`config.mk`:
```
export PLATFORM = sky130hd
export DESIGN_NAME = recon_sum_4x4
export DESIGN_NICKNAME = d
export VERILOG_FILES = /design/src/rtl/recon_sum_4x4.sv
export SDC_FILE = /design/constraint.sdc
export NUM_CORES = 1
export LEC_CHECK = 0
export BUFFER_PORTS_ARGS = -buffer_cell sky130_fd_sc_hd__buf_2
export CAP_MARGIN = 20
export CORE_ASPECT_RATIO = 0.9
export CORE_UTILIZATION = 55
export CTS_CLUSTER_SIZE = 25
export DETAILED_ROUTE_END_ITERATION = 8
export PLACE_DENSITY = 0.78
export SETUP_SLACK_MARGIN = 0.1
export SLEW_MARGIN = 20
export SYNTH_ARGS = -nofsm -noshare
export SYNTH_HDL_FRONTEND = slang
export SYNTH_SLANG_ARGS = --single-unit
export TNS_END_PERCENT = 10
```
`constraint.sdc`:
```
create_clock -name clk -period 19.4 [get_ports clk]
set_input_delay 3.88 -clock clk [delete_from_list [all_inputs] [get_ports clk]]
set_output_delay 3.88 -clock clk [all_outputs]
set_load 0.03 [all_outputs]
```
`src/rtl/recon_sum_4x4.sv`:
```
// Reconstruction stage: adds a 4x4 prediction block to its residual, clips to 8 bits,
// buffers the result in a 2-entry FIFO and returns the right column / bottom row to intra prediction.
module recon_sum_4x4 (
  input  logic         clk,
  input  logic         rst,
  input  logic         ena,
  input  logic         pred_valid,
  input  logic [127:0] pred,
  input  logic         res_valid,
  input  logic [143:0] res,
  input  logic [4:0]   blk_in,
  output logic         in_ready,
  output logic         recon_valid,
  output logic [127:0] recon,
  output logic [4:0]   recon_blk,
  input  logic         recon_ready,
  output logic         sum_valid,
  output logic [31:0]  sum_right_colum,
  output logic [31:0]  sum_bottom_row,
  output logic [4:0]   sum_blk
);

  logic signed [9:0] sum_pix [16];
  logic [127:0]      clip_pix;
  logic [132:0]      fifo_mem [2];
  logic              wr_ptr;
  logic              rd_ptr;
  logic [1:0]        count;
  logic              acc;
  logic              pop;

  assign in_ready    = (count != 2'd2);
  assign recon_valid = (count != 2'd0);
  assign acc         = ena & pred_valid & res_valid & in_ready;
  assign pop         = ena & recon_valid & recon_ready;
  assign recon       = fifo_mem[rd_ptr][132:5];
  assign recon_blk   = fifo_mem[rd_ptr][4:0];

  // The 10-bit sum spans -256..510, so bit 9 flags underflow and bit 8 (with bit 9 clear) overflow.
  always_comb begin
    clip_pix = '0;
    for (int i = 0; i < 16; i++) begin
      sum_pix[i] = $signed({2'b00, pred[8*i +: 8]}) + $signed({res[9*i+8], res[9*i +: 9]});
      if (sum_pix[i][9])
        clip_pix[8*i +: 8] = 8'd0;
      else if (sum_pix[i][8])
        clip_pix[8*i +: 8] = 8'd255;
      else
        clip_pix[8*i +: 8] = sum_pix[i][7:0];
    end
  end

  always_ff @(posedge clk) begin
    if (rst) begin
      fifo_mem[0] <= '0;
      fifo_mem[1] <= '0;
      wr_ptr      <= 1'b0;
      rd_ptr      <= 1'b0;
      count       <= 2'd0;
    end else begin
      if (acc) begin
        fifo_mem[wr_ptr] <= {clip_pix, blk_in};
        wr_ptr           <= ~wr_ptr;
      end
      if (pop)
        rd_ptr <= ~rd_ptr;
      if (acc && !pop)
        count <= count + 2'd1;
      else if (pop && !acc)
        count <= count - 2'd1;
    end
  end

  // Neighbour return for intra prediction; data holds between accepts, valid is a single-cycle pulse.
  always_ff @(posedge clk) begin
    if (rst) begin
      sum_valid       <= 1'b0;
      sum_right_colum <= '0;
      sum_bottom_row  <= '0;
      sum_blk         <= '0;
    end else begin
      sum_valid <= acc;
      if (acc) begin
        sum_right_colum <= {clip_pix[127:120], clip_pix[95:88], clip_pix[63:56], clip_pix[31:24]};
        sum_bottom_row  <= clip_pix[127:96];
        sum_blk         <= blk_in;
      end
    end
  end

endmodule

```
# Word level (Yosys, flattened, before mapping)
# Memory sizes are Yosys's and may differ from the RTL's. A register that Yosys moved wholly into a read port is not among the register bits.
# Cells that the tools add are included.
[classes]
add_sub_neg = 18
n_eq_ne = 1
n_mux = 44
n_bitwise = 7
n_reduce_logical = 7
[ops]
columns = ["operator", "count"]
rows = [
  ["8-bit two-way mux", 32],
  ["9-bit by 9-bit adder with 10-bit output", 16],
  ["133-bit two-way mux", 1],
  ["133-bit OR reduction", 1],
  ["1-bit two-way mux", 9],
  ["1-bit AND", 5],
  ["2-bit two-way mux", 2],
  ["2-bit nonzero test", 2],
  ["2-bit by 1-bit adder with 2-bit output (second input constant)", 1],
  ["1-bit logical AND", 2],
  ["1-bit logical NOT", 2],
  ["2-bit != test (second input constant)", 1],
  ["1-bit inverter", 2],
  ["2-bit by 1-bit subtractor with 2-bit output (second input constant)", 1],
]
[totals]
reg_bits = 74
ramBits = 266
inputBits = 283
output_inout_bits = 205
n_memories = 1
[mem_list]
columns = ["name", "words", "width", "read_ports", "rd_clocked_by_memory_dff", "write_ports", "line", "rtl"]
rows = [
  ["fifo_mem", 2, 133, 1, 1, 2, "25", "logic [132:0] fifo_mem [2];"],
]

# Logic depth before layout (Yosys ltp)
[depth]
ltp_word = 8
depth_mapped = 8
ltp_nobuf = 7

# Worst setup path before layout
# No wires, ideal clock.
[synth_path]
path_kind = "input port to flip-flop"
startpoint = "input res_valid"
endpoint = "memory fifo_mem[0][0], enable pin"
setup_time_ns = 0.809
t_arrival_ns = 13.894
setup_slack_ns = 4.696
stages = 5
cell_sequence = "and3_1 -> nand2_1 -> clkbuf_1 -> buf_1 -> o21ai_0"
[synth_rtl]
columns = ["element", "line", "rtl"]
rows = [
  ["start: declaration", "9", "input logic res_valid,"],
  ["end: declaration", "25", ""],
]

==> results.py <==
metrics = {
    "pwr": {
        "power_density_nw_per_um2": 83.9,
        "p_leak_nw": 10.4,
        "vdd_drop_max_mv": 0.0628,
    },
    "timing": {
        "rsz0062_at_grt": "false",
        "timing.slew.headroom_pct": 29.5,
        "layout_setup_ws_ps": 12470,
        "whs_ps": 452,
        "final-max-slew-violation-count": 0,
        "skew_ps": 11.9,
        "max_freq_mhz": 144,
        "tns_ps": 0,
        "tightest_slew_ps": 1060,
        "setup_viol": 0,
        "finalCritPeriodShare_pct": 35.7,
        "post-route-min-period_ps": 6930,
        "finalHoldViolCount": 0,
    },
    "synth": {
        "post-synth-top-area-cell": "edfxtp_1",
        "netlist_top_cells_count": "edfxtp_1 (266), a21oi_1 (223), nor2_1 (136), mux2_2 (133), ha_1 (129)",
        "yosys_warnings": 0,
        "yosys_register_bits": 333,
        "synthCells": 1835,
        "synthArstFlopShare_pct": 0,
        "syn_area_um2": 19900,
        "ys_seq_area_share_pct": 47.0,
        "synth_top_area_share_pct": 40.2,
        "synthFlopType": "edfxtp_1",
        "synthMostInstantiatedCell": "edfxtp_1",
        "synth_edf_count": 266,
        "syn-num-nets": 2263,
        "synth_cell_type_count": 56,
        "netlist_top_cells_area": "edfxtp_1 (40%), ha_1 (8.1%), mux2_2 (7.5%)",
        "synth.avg_cell_area_um2": 10.8,
    },
    "detailed_routing": {
        "wl_per_cell_um": 19.7,
        "via_per_inst": 5.94,
        "routed_wl_um": 55300,
        "via_count": 16700,
        "drc": 0,
        "ant_nets": 0,
        "first_pass_iters": 6,
        "drt_iter0_drc": 1196,
    },
    "final_layout": {
        "design_area_um2": 23900,
        "syn_to_final_growth_pct": 20.5,
        "utilization_pct": 67.8,
        "drive_above_1_share_pct": 30.7,
        "final_nets": 2741,
    },
    "status": {
        "status": "finished, final reports clean",
    },
    "grt": {
        "grt_pass1_vias": 16100,
        "grt_max_degree": 75,
        "gr-usage-all-layers_pct": 29.1,
        "antenna_found_initial": 4,
        "grt_pass1_wl_um": 84700,
        "grt-ovfl-total": 0,
    },
    "die": {
        "start_util_pct": 56.3,
        "dieHeight_um": 182,
        "core_um2": 35300,
        "dieWidth_um": 202,
        "rows": 65,
        "pin_count": 488,
        "die-area_um2": 36900,
    },
    "clocking": {
        "cts_tree": "done",
        "htreeDepth": 2,
        "clock_latency_ps": 520,
        "path_clk_slew_ps": 60,
        "cts_num_sinks": 333,
        "post-cts-setup-buffers": 0,
        "hold_buffers": 0,
        "cts_resized": 0,
        "clockBufferDepth": 3,
        "root_buffer": "clkbuf_16",
        "cts_buffers": 37,
    },
    "placement": {
        "io_buffers": 487,
        "dpl_cell_area_um2": 22700,
        "dp_hpwl_um": 41300,
        "place_congestion": 0.973,
        "pre_cts_slack_ps": 12300,
    },
    "setup_path": {
        "crit_fanout": 71,
        "rr_worst_depth": 6,
        "critical_path_class": "flip-flop to output pin",
        "end_kind": "output pin",
        "cp-start-kind": "flip-flop",
        "arrival_ps": 3050,
        "crit_required_ps": 15520,
    },
    "run": {
        "cap_violations": 0,
    },
    "min_path": {
        "whs_path_depth": 2,
        "hold_class": "flip-flop to flip-flop",
    },
}
## placed cells by master, fill, tap and decap left out, drive strengths merged, types with 6 or more instances in the layout
| master | count |
|---|---|
| o41a | 6 |
| mux2i | 15 |
| and3 | 6 |
| a2111o | 13 |
| clkbuf | 53 |
| o21a | 35 |
| nor3b | 9 |
| inv | 50 |
| nor3 | 58 |
| mux2 | 133 |
| nand3 | 123 |
| dfxtp | 67 |
| nand4 | 9 |
| fa | 16 |
| and3b | 8 |
| o211ai | 10 |
| and2 | 6 |
| o311ai | 13 |
| xnor2 | 27 |
| o21ai | 85 |
| nor2b | 35 |
| nand2b | 50 |
| a221oi | 6 |
| clkinv | 7 |
| o31ai | 7 |
| a21oi | 223 |
| nor2 | 136 |
| a211oi | 43 |
| nor4b | 11 |
| o21bai | 8 |
| edfxtp | 266 |
| xor2 | 35 |
| or3 | 8 |
| a211o | 11 |
| nand2 | 75 |
| buf | 495 |
| a21o | 37 |
| ha | 129 |
## kinds of logic after synthesis
group,share of synthesized area (%)
AND/OR/NAND/NOR,13.8
multiplexers,8.39
flip-flops,47.0
AO/OA/AOI/OAI,16.0
adder cells (fa/ha/maj),9.74
buffers and inverters,2.32
XOR/XNOR,2.73
## through the flow
step	total power, mW	std cells
after detailed placement	1.31	2743
final	2.01	2815
after global placement	1.29	2743
after CTS	2.01	2811
after floorplan	1.17	1835
after global routing	2.09	2815
## final cells by class
type / count / area [um^2]
fill: 2724 / 11400
multi-input combinational: 1399 / 10100
sequential: 333 / 9330
timing repair buffer: 495 / 2500
clock buffer: 53 / 1070
tap: 469 / 587
inverter: 47 / 176
clock inverter: 15 / 169
antenna: 4 / 10.0
## path summary, 6_finish.rpt
kind,slack (ps),startpoint,to
max reg2reg,15970,count[0]$_SDFFE_PP0P_,fifo_mem[1][91]$_SDFFCE_PN0P_
min,450,sum_right_colum[7]$_SDFFE_PP0P_,sum_right_colum[7]$_SDFFE_PP0P_
min reg2reg,450,sum_right_colum[7]$_SDFFE_PP0P_,sum_right_colum[7]$_SDFFE_PP0P_
max,12470,flip-flop,recon[43]
## where the power goes
part           total (mW)  internal (mW)  switching (mW)
clock               0.711          0.427           0.284
combinational       0.475          0.168           0.307
sequential          0.823          0.808          0.0153
total                2.01           1.40           0.607
## registers in the layout (all words and copies together) (netlist names), named ones only
register and flops:
sum_valid 1, sum_blk 5, wr_ptr 1, fifo_mem 266, rd_ptr 1, count 2, sum_bottom_row 24, sum_right_colum 32
## critical path: stages, from the launching register on
cell     delay [ps]
dfxtp_4         900
buf_4           880
mux2_2          440
buf_2           180
## metal layers
metal	up-vias	global-route usage, %	part of all wire (%)
li1	7933	-	-
met1	7989	35.8	39
met2	670	48.7	48
met3	130	7.41	8.6
met4	0	11.8	4.2
met5	-	0	0
No activity file was read; power rests on OpenSTA's default activity.
